===== config.mk =====
export PLATFORM = sky130hd
export DESIGN_NAME = soc_system_leds_pwm
export DESIGN_NICKNAME = d
export VERILOG_FILES = /design/src/rtl/soc_system_leds_pwm.sv
export SDC_FILE = /design/constraint.sdc
export NUM_CORES = 1
export LEC_CHECK = 0
export CORE_MARGIN = 5
export CORE_UTILIZATION = 57
export CTS_BUF_LIST = sky130_fd_sc_hd__clkbuf_2 sky130_fd_sc_hd__clkbuf_4 sky130_fd_sc_hd__clkbuf_8
export CTS_CLUSTER_DIAMETER = 150
export DETAILED_ROUTE_END_ITERATION = 8
export GPL_TIMING_DRIVEN = 1
export PLACE_DENSITY = 0.89
export RECOVER_POWER = 25
export SLEW_MARGIN = 20
export SYNTH_ARGS = -nofsm -noshare
export SYNTH_HDL_FRONTEND = slang
export SYNTH_SLANG_ARGS = --single-unit

===== constraint.sdc =====
create_clock -name clk -period 4.5 [get_ports clk]
set_clock_uncertainty 0.05 [all_clocks]
set_input_delay 0.675 -clock clk [delete_from_list [all_inputs] [get_ports clk]]
set_output_delay 0.675 -clock clk [all_outputs]
set_load 0.01 [all_outputs]

===== src/rtl/soc_system_leds_pwm.sv =====
// soc_system_leds_pwm: Avalon-MM LED/GPIO output controller with per-channel
// blink, global PWM brightness and atomic set/clear registers.
// Optional build macro: LED_PWM_ACTIVE_LOW_EN (out_port and STATUS are
// inverted to pin level, reset value all ones).
module soc_system_leds_pwm #(
  parameter int unsigned WIDTH         = 5,
  parameter int unsigned PWM_BITS      = 8,
  parameter int unsigned PRESCALE_BITS = 16
) (
  input  logic             clk,
  input  logic             reset_n,
  input  logic [2:0]       address,
  input  logic             chipselect,
  input  logic             write_n,
  input  logic [31:0]      writedata,
  output logic [31:0]      readdata,
  output logic [WIDTH-1:0] out_port
);

  localparam int unsigned DUTY_W = PWM_BITS + 1;

  localparam logic [2:0] ADDR_DATA     = 3'd0;
  localparam logic [2:0] ADDR_BLINK_EN = 3'd1;
  localparam logic [2:0] ADDR_DUTY     = 3'd2;
  localparam logic [2:0] ADDR_PRESCALE = 3'd3;
  localparam logic [2:0] ADDR_OUTSET   = 3'd4;
  localparam logic [2:0] ADDR_OUTCLR   = 3'd5;
  localparam logic [2:0] ADDR_STATUS   = 3'd6;

  localparam logic [DUTY_W-1:0]   DUTY_FULL = {1'b1, {PWM_BITS{1'b0}}};
  localparam logic [PWM_BITS-1:0] PWM_MAX   = '1;

`ifdef LED_PWM_ACTIVE_LOW_EN
  localparam logic [WIDTH-1:0] OUT_RST = '1;
`else
  localparam logic [WIDTH-1:0] OUT_RST = '0;
`endif

  logic [WIDTH-1:0]         data_q,      data_d;
  logic [WIDTH-1:0]         blink_en_q,  blink_en_d;
  logic [DUTY_W-1:0]        duty_q,      duty_d;
  logic [PRESCALE_BITS-1:0] prescale_q,  prescale_d;
  logic [PRESCALE_BITS-1:0] presc_cnt_q, presc_cnt_d;
  logic [PWM_BITS-1:0]      pwm_cnt_q,   pwm_cnt_d;
  logic                     blink_phase_q, blink_phase_d;
  logic [WIDTH-1:0]         out_q,       out_d;

  logic             wr_en;
  logic             presc_wr;
  logic             tick;
  logic             pwm_on;
  logic [WIDTH-1:0] lit;
  logic             unused_wd;

  assign wr_en = chipselect & ~write_n;

  // Write data bits above each register's width are dropped on purpose.
  assign unused_wd = ^writedata;

  // Register file next-state: plain writes plus atomic set/clear on DATA.
  always_comb begin
    data_d     = data_q;
    blink_en_d = blink_en_q;
    duty_d     = duty_q;
    prescale_d = prescale_q;
    presc_wr   = 1'b0;
    if (wr_en) begin
      case (address)
        ADDR_DATA:     data_d     = writedata[WIDTH-1:0];
        ADDR_BLINK_EN: blink_en_d = writedata[WIDTH-1:0];
        ADDR_DUTY:     duty_d     = writedata[DUTY_W-1:0];
        ADDR_PRESCALE: begin
          prescale_d = writedata[PRESCALE_BITS-1:0];
          presc_wr   = 1'b1;
        end
        ADDR_OUTSET:   data_d     = data_q | writedata[WIDTH-1:0];
        ADDR_OUTCLR:   data_d     = data_q & ~writedata[WIDTH-1:0];
        default:       ;
      endcase
    end
  end

  // Timebase: prescaler tick drives the PWM counter; blink phase flips on PWM wrap.
  always_comb begin
    tick          = (presc_cnt_q == prescale_q);
    presc_cnt_d   = presc_cnt_q + PRESCALE_BITS'(1);
    pwm_cnt_d     = pwm_cnt_q;
    blink_phase_d = blink_phase_q;
    if (tick) begin
      presc_cnt_d = '0;
      pwm_cnt_d   = pwm_cnt_q + PWM_BITS'(1);
      if (pwm_cnt_q == PWM_MAX) begin
        blink_phase_d = ~blink_phase_q;
      end
    end
    if (presc_wr) begin
      presc_cnt_d = '0;
    end
  end

  // Output drive: data gated by PWM and, for blinking channels, by blink phase.
  always_comb begin
    pwm_on = duty_q[PWM_BITS] | (DUTY_W'(pwm_cnt_q) < duty_q);
    lit    = data_q & {WIDTH{pwm_on}} & (~blink_en_q | {WIDTH{blink_phase_q}});
`ifdef LED_PWM_ACTIVE_LOW_EN
    out_d  = ~lit;
`else
    out_d  = lit;
`endif
  end

  // Combinational read mux, zero-extended; write-only and reserved words read 0.
  always_comb begin
    readdata = '0;
    case (address)
      ADDR_DATA:     readdata = 32'(data_q);
      ADDR_BLINK_EN: readdata = 32'(blink_en_q);
      ADDR_DUTY:     readdata = 32'(duty_q);
      ADDR_PRESCALE: readdata = 32'(prescale_q);
      ADDR_STATUS:   readdata = 32'(out_q);
      default:       readdata = '0;
    endcase
  end

  // State registers with asynchronous reset.
  always_ff @(posedge clk or negedge reset_n) begin
    if (!reset_n) begin
      data_q        <= '0;
      blink_en_q    <= '0;
      duty_q        <= DUTY_FULL;
      prescale_q    <= '0;
      presc_cnt_q   <= '0;
      pwm_cnt_q     <= '0;
      blink_phase_q <= 1'b1;
      out_q         <= OUT_RST;
    end else begin
      data_q        <= data_d;
      blink_en_q    <= blink_en_d;
      duty_q        <= duty_d;
      prescale_q    <= prescale_d;
      presc_cnt_q   <= presc_cnt_d;
      pwm_cnt_q     <= pwm_cnt_d;
      blink_phase_q <= blink_phase_d;
      out_q         <= out_d;
    end
  end

  assign out_port = out_q;

endmodule


## Word level (Yosys, flattened, before mapping)

Cells that the tools add are included.

- Register bits after elaboration: 65
- Input bits: 39
- Output and inout bits: 37
- Logic and storage cells: 43

- Add/subtract/negate cells: 2
- Magnitude comparators: 1
- Equality and inequality tests: 8
- Multiplexer cells: 6
- Bitwise logic cells: 11
- Reductions and logical operators: 7

Operator list:

| operator | count |
|---|---|
| one-hot mux 16 bit (5 select lines) | 1 |
| two-way mux 16 bit | 2 |
| adder 16 x 1 -> 16 bit, second input constant | 1 |
| == test 16 bit | 1 |
| bitwise AND 5 bit | 3 |
| one-hot mux 5 bit (3 select lines) | 1 |
| inverter 5 bit | 2 |
| OR 5 bit | 2 |
| AND reduction 2 bit | 5 |
| == test 3 bit, second input constant | 3 |
| < comparator 8 x 9 -> 1 bit | 1 |
| adder 8 x 1 -> 8 bit, second input constant | 1 |
| == test 8 bit, second input constant | 1 |
| == test 3 x 2 -> 1 bit, second input constant | 2 |
| == test 3 x 1 -> 1 bit, second input constant | 1 |
| logical NOT 3 bit | 1 |
| nonzero test 3 bit | 1 |
| two-way mux 1 bit | 2 |
| inverter 1 bit | 2 |
| bitwise AND 1 bit | 1 |
| OR 1 bit | 1 |

## Logic depth before layout (Yosys ltp)

- Depth after elaboration: 4
- Depth in mapped cells: 8
- Depth with buffers taken out: 7

## Least setup slack after synthesis

Ideal clock, no wire load.

- Path type: input to output
- From: input address[0]
- To: output readdata[2]
- Data arrival time: 1.695 ns
- Data required time: 3.775 ns
- Slack: 2.080 ns
- Stages: 4
- Cells stage by stage: buf_1 mux4_2 nand2_1 nand2_1

- Cells in the longest elaborated chain, start to end: 2

Ends and longest elaborated chain:

| what | RTL line | RTL |
|---|---|---|
| start, declared | 12 | `input logic [2:0] address,` |
| == test 3 bit (tied with other cells) | 115 | `case (address)` |
| one-hot mux 16 bit (5 select lines) * | 115 |  |
| end, declared | 16 | `output logic [31:0] readdata,` |

Every way passes the cells marked *; elsewhere a longest branch is shown, timed or not.

## Worst setup path in the final report

- From: input address[1]
- To: output readdata[13]

Same word-level chain as after synthesis.

==> results.cfg <==
[outcome]
status = finished, final reports clean

[logic_synthesis]
ys.warnings.count = 0
syn_avg_cell_area_um2 = 10.6
synth_top_area_frac = 0.454
yosys-top-cells-area = dfrtp_1 45%, mux2_2 7.5%, xnor2_1 7.3%
synth_ff_type = dfrtp_1
synth_edf_count = 0
yosysSeqAreaShare = 0.469
synth-async-reset-ratio = 1.00
synth.largest_area_cell = dfrtp_1
synth.distinct_cells = 43
ys_seq_elements = 65
synth_commonest_cells = 63 x dfrtp_1, 33 x nor2_1, 29 x xnor2_1, 23 x mux2_2, 20 x nand2_1
syn_inst = 327
yosysMostFrequentCell = dfrtp_1
syn-cell-area_mm2 = 0.00347

[sta]
setup_tns_ns = 0
worstMarginPinSlew_ns = 0.853
period_needed_ns = 3.62
setup_viol = 0
rsz0062_at_grt = false
holdWs_ns = 0.444
maxSlewViolCount = 0
fin_crit_sh = 0.804
hold_viol = 0
postLayoutSetupSlackWorst_ns = 0.883
fmax_mhz = 276
slew_headroom = 0.429

[clock_tree]
htreeDepth = 3
cts_setup_buffers = 0
insertion_delay_ns = 0.35
clockBufferDepth = 2
post_cts_resized = 0
clk_pin_slew_ns = 0.07
hold_buffers = 0
cts_buffers = 9
cts_sinks = 65
root_buffer = clkbuf_8
cts_tree = done

[layout]
stdcell_area_mm2 = 0.00406
post-route-util = 0.686
drive_gt1_frac = 0.138
area_delta_synth_final_pct = 16.9
antenna_cells = 0
layout.cells.non_filler = 453
num-nets-final = 421
fill_cells = 446

[grt]
grt_pass1_vias = 2670
grt_first_pass_wirelength_um = 12900
grt_usage = 0.221
antenna_found_initial = 0
gr-total-overflow = 0
grt_max_degree = 66

[route]
drt_wl_total_um = 7660
drc = 0
first_iter_violations = 144
viasPerCell = 5.64
drt_pass1_iterations = 4
drt-wirelength-per-cell_um = 16.9
vias = 2553
ant_nets = 0

[critical_path]
cp_data_required_time_ns = 3.77
critPathKind = in2out
reg2reg_to = presc_cnt_q[15]
ff2ff_path_depth = 5
cp-endpoint = readdata[13]
start_kind = input port
rr_startpoint = presc_cnt_q[4]
critPathCaptureType = output pin
arrival_ns = 2.89
timing.reg2reg.setup_slack_ns = 2.19
worstSetupStartpoint = address[1]
path_max_fanout = 19

[placement]
place_congestion = 0.847
port_buffers = 43
dp_slack_ns = 0.904
place_area_mm2 = 0.00388
placed_cells = 437
dp_hpwl_um = 5360

[hold_path]
worstHoldPathType = in2async

[die]
ios = 76
die_x_um = 88.0
initial_core_util = 0.586
dieArea_mm2 = 0.00775
rows = 28
die_h_um = 88.0
coreArea_mm2 = 0.00592

[power]
p_leak_nw = 1.85
power_mw = 1.74
power_density_mw_per_mm2 = 429
irDropWorstVdd_mv = 0.284

[flow_run]
drv_cap = 0
==> layout make-up <==
| cell class | instances | area [um2] | share of cell area |
|---|---|---|---|
| multi-input combinational | 234 | 1640 | 0.404 |
| sequential | 65 | 1630 | 0.401 |
| timing repair buffer | 47 | 455 | 0.112 |
| clock buffer | 13 | 166 | 0.0410 |
| tap | 75 | 93.8 | 0.0231 |
| inverter | 16 | 60.1 | 0.0148 |
| clock inverter | 3 | 15.0 | 0.00370 |
==> state kept, by name (all words and copies together) (netlist names) <==
signal and flops:
presc_cnt_q 16, prescale_q 16, duty_q 9, pwm_cnt_q 8, blink_en_q 5, data_q 5, out_port 5, blink_phase_q 1
==> cells in the final DEF, fill, tap and decap left out, types with 2 or more instances in the layout <==
| cell | netlist | layout |
|---|---|---|
| dfrtp_1 | 63 | 63 |
| clkdlybuf4s50_1 | 0 | 42 |
| nor2_1 | 33 | 33 |
| xnor2_1 | 29 | 29 |
| mux2_2 | 23 | 23 |
| nand2_1 | 20 | 20 |
| o21ai_0 | 19 | 19 |
| conb_1 | 1 | 16 |
| inv_1 | 15 | 15 |
| and3_1 | 12 | 12 |
| mux2i_1 | 12 | 12 |
| clkbuf_8 | 0 | 11 |
| nand4_1 | 9 | 9 |
| ha_1 | 9 | 9 |
| xor2_1 | 8 | 8 |
| nand3_1 | 7 | 7 |
| a22o_1 | 5 | 5 |
| a31oi_1 | 4 | 4 |
| o22ai_1 | 4 | 4 |
| buf_4 | 17 | 4 |
| nor3_1 | 3 | 3 |
| a21oi_1 | 3 | 3 |
| clkinv_2 | 0 | 3 |
| nand4b_1 | 2 | 2 |
| and4_1 | 2 | 2 |
| dfstp_2 | 2 | 2 |
| clkbuf_4 | 0 | 2 |
==> routing by layer <==
layer / GRT usage / wire [um] / up-vias / share of wire
li1: - / - / 1185 / -
met4: 0.0934 / 126 / 0 / 0.016
met1: 0.291 / 3260 / 1254 / 0.43
met2: 0.360 / 3710 / 103 / 0.48
met3: 0.0433 / 559 / 11 / 0.073
met5: 0 / 0 / - / 0
==> cell families (layout without fill, tap and decap cells) <==
logic type	after synthesis	in the layout	share of synthesized area
mux	36	36	0.116
other cells	1	16	0.00108
buf+inv	43	79	0.0746
xor+xnor	38	38	0.0981
flops	65	65	0.469
simple gates	95	95	0.138
compound gates	40	40	0.0707
fa+ha+maj	9	9	0.0324
==> worst min path at each step <==
| stage | end | slack, ns | depth (start not counted) | startpoint |
|---|---|---|---|---|
| 3_5_place_dp | pwm_cnt_q[7] | 0.45 | 1 | pwm_cnt_q[7] |
| 5_1_grt | blink_phase_q | 0.49 | 1 | blink_phase_q |
| 6_report | pwm_cnt_q[0] | 0.44 | 2 | reset_n |
| 2_1_floorplan | blink_en_q[0] | 0.33 | 0 | reset_n |
| 3_3_place_gp | pwm_cnt_q[7] | 0.44 | 1 | pwm_cnt_q[7] |
| 4_1_cts | pwm_cnt_q[7] | 0.47 | 1 | pwm_cnt_q[7] |
==> power by group <==
| group | internal (mW) | leakage (nW) | switching [mW] |
|---|---|---|---|
| clock | 0.240 | 0.100 | 0.220 |
| combinational | 0.232 | 0.931 | 0.202 |
| sequential | 0.712 | 0.818 | 0.135 |
==> critical path: stages <==
cell	delay, ns
clkdlybuf4s50_1	1.03
and2b_1	0.42
and3_1	0.22
clkdlybuf4s50_1	0.54
Power figures use the tool's default switching activity.
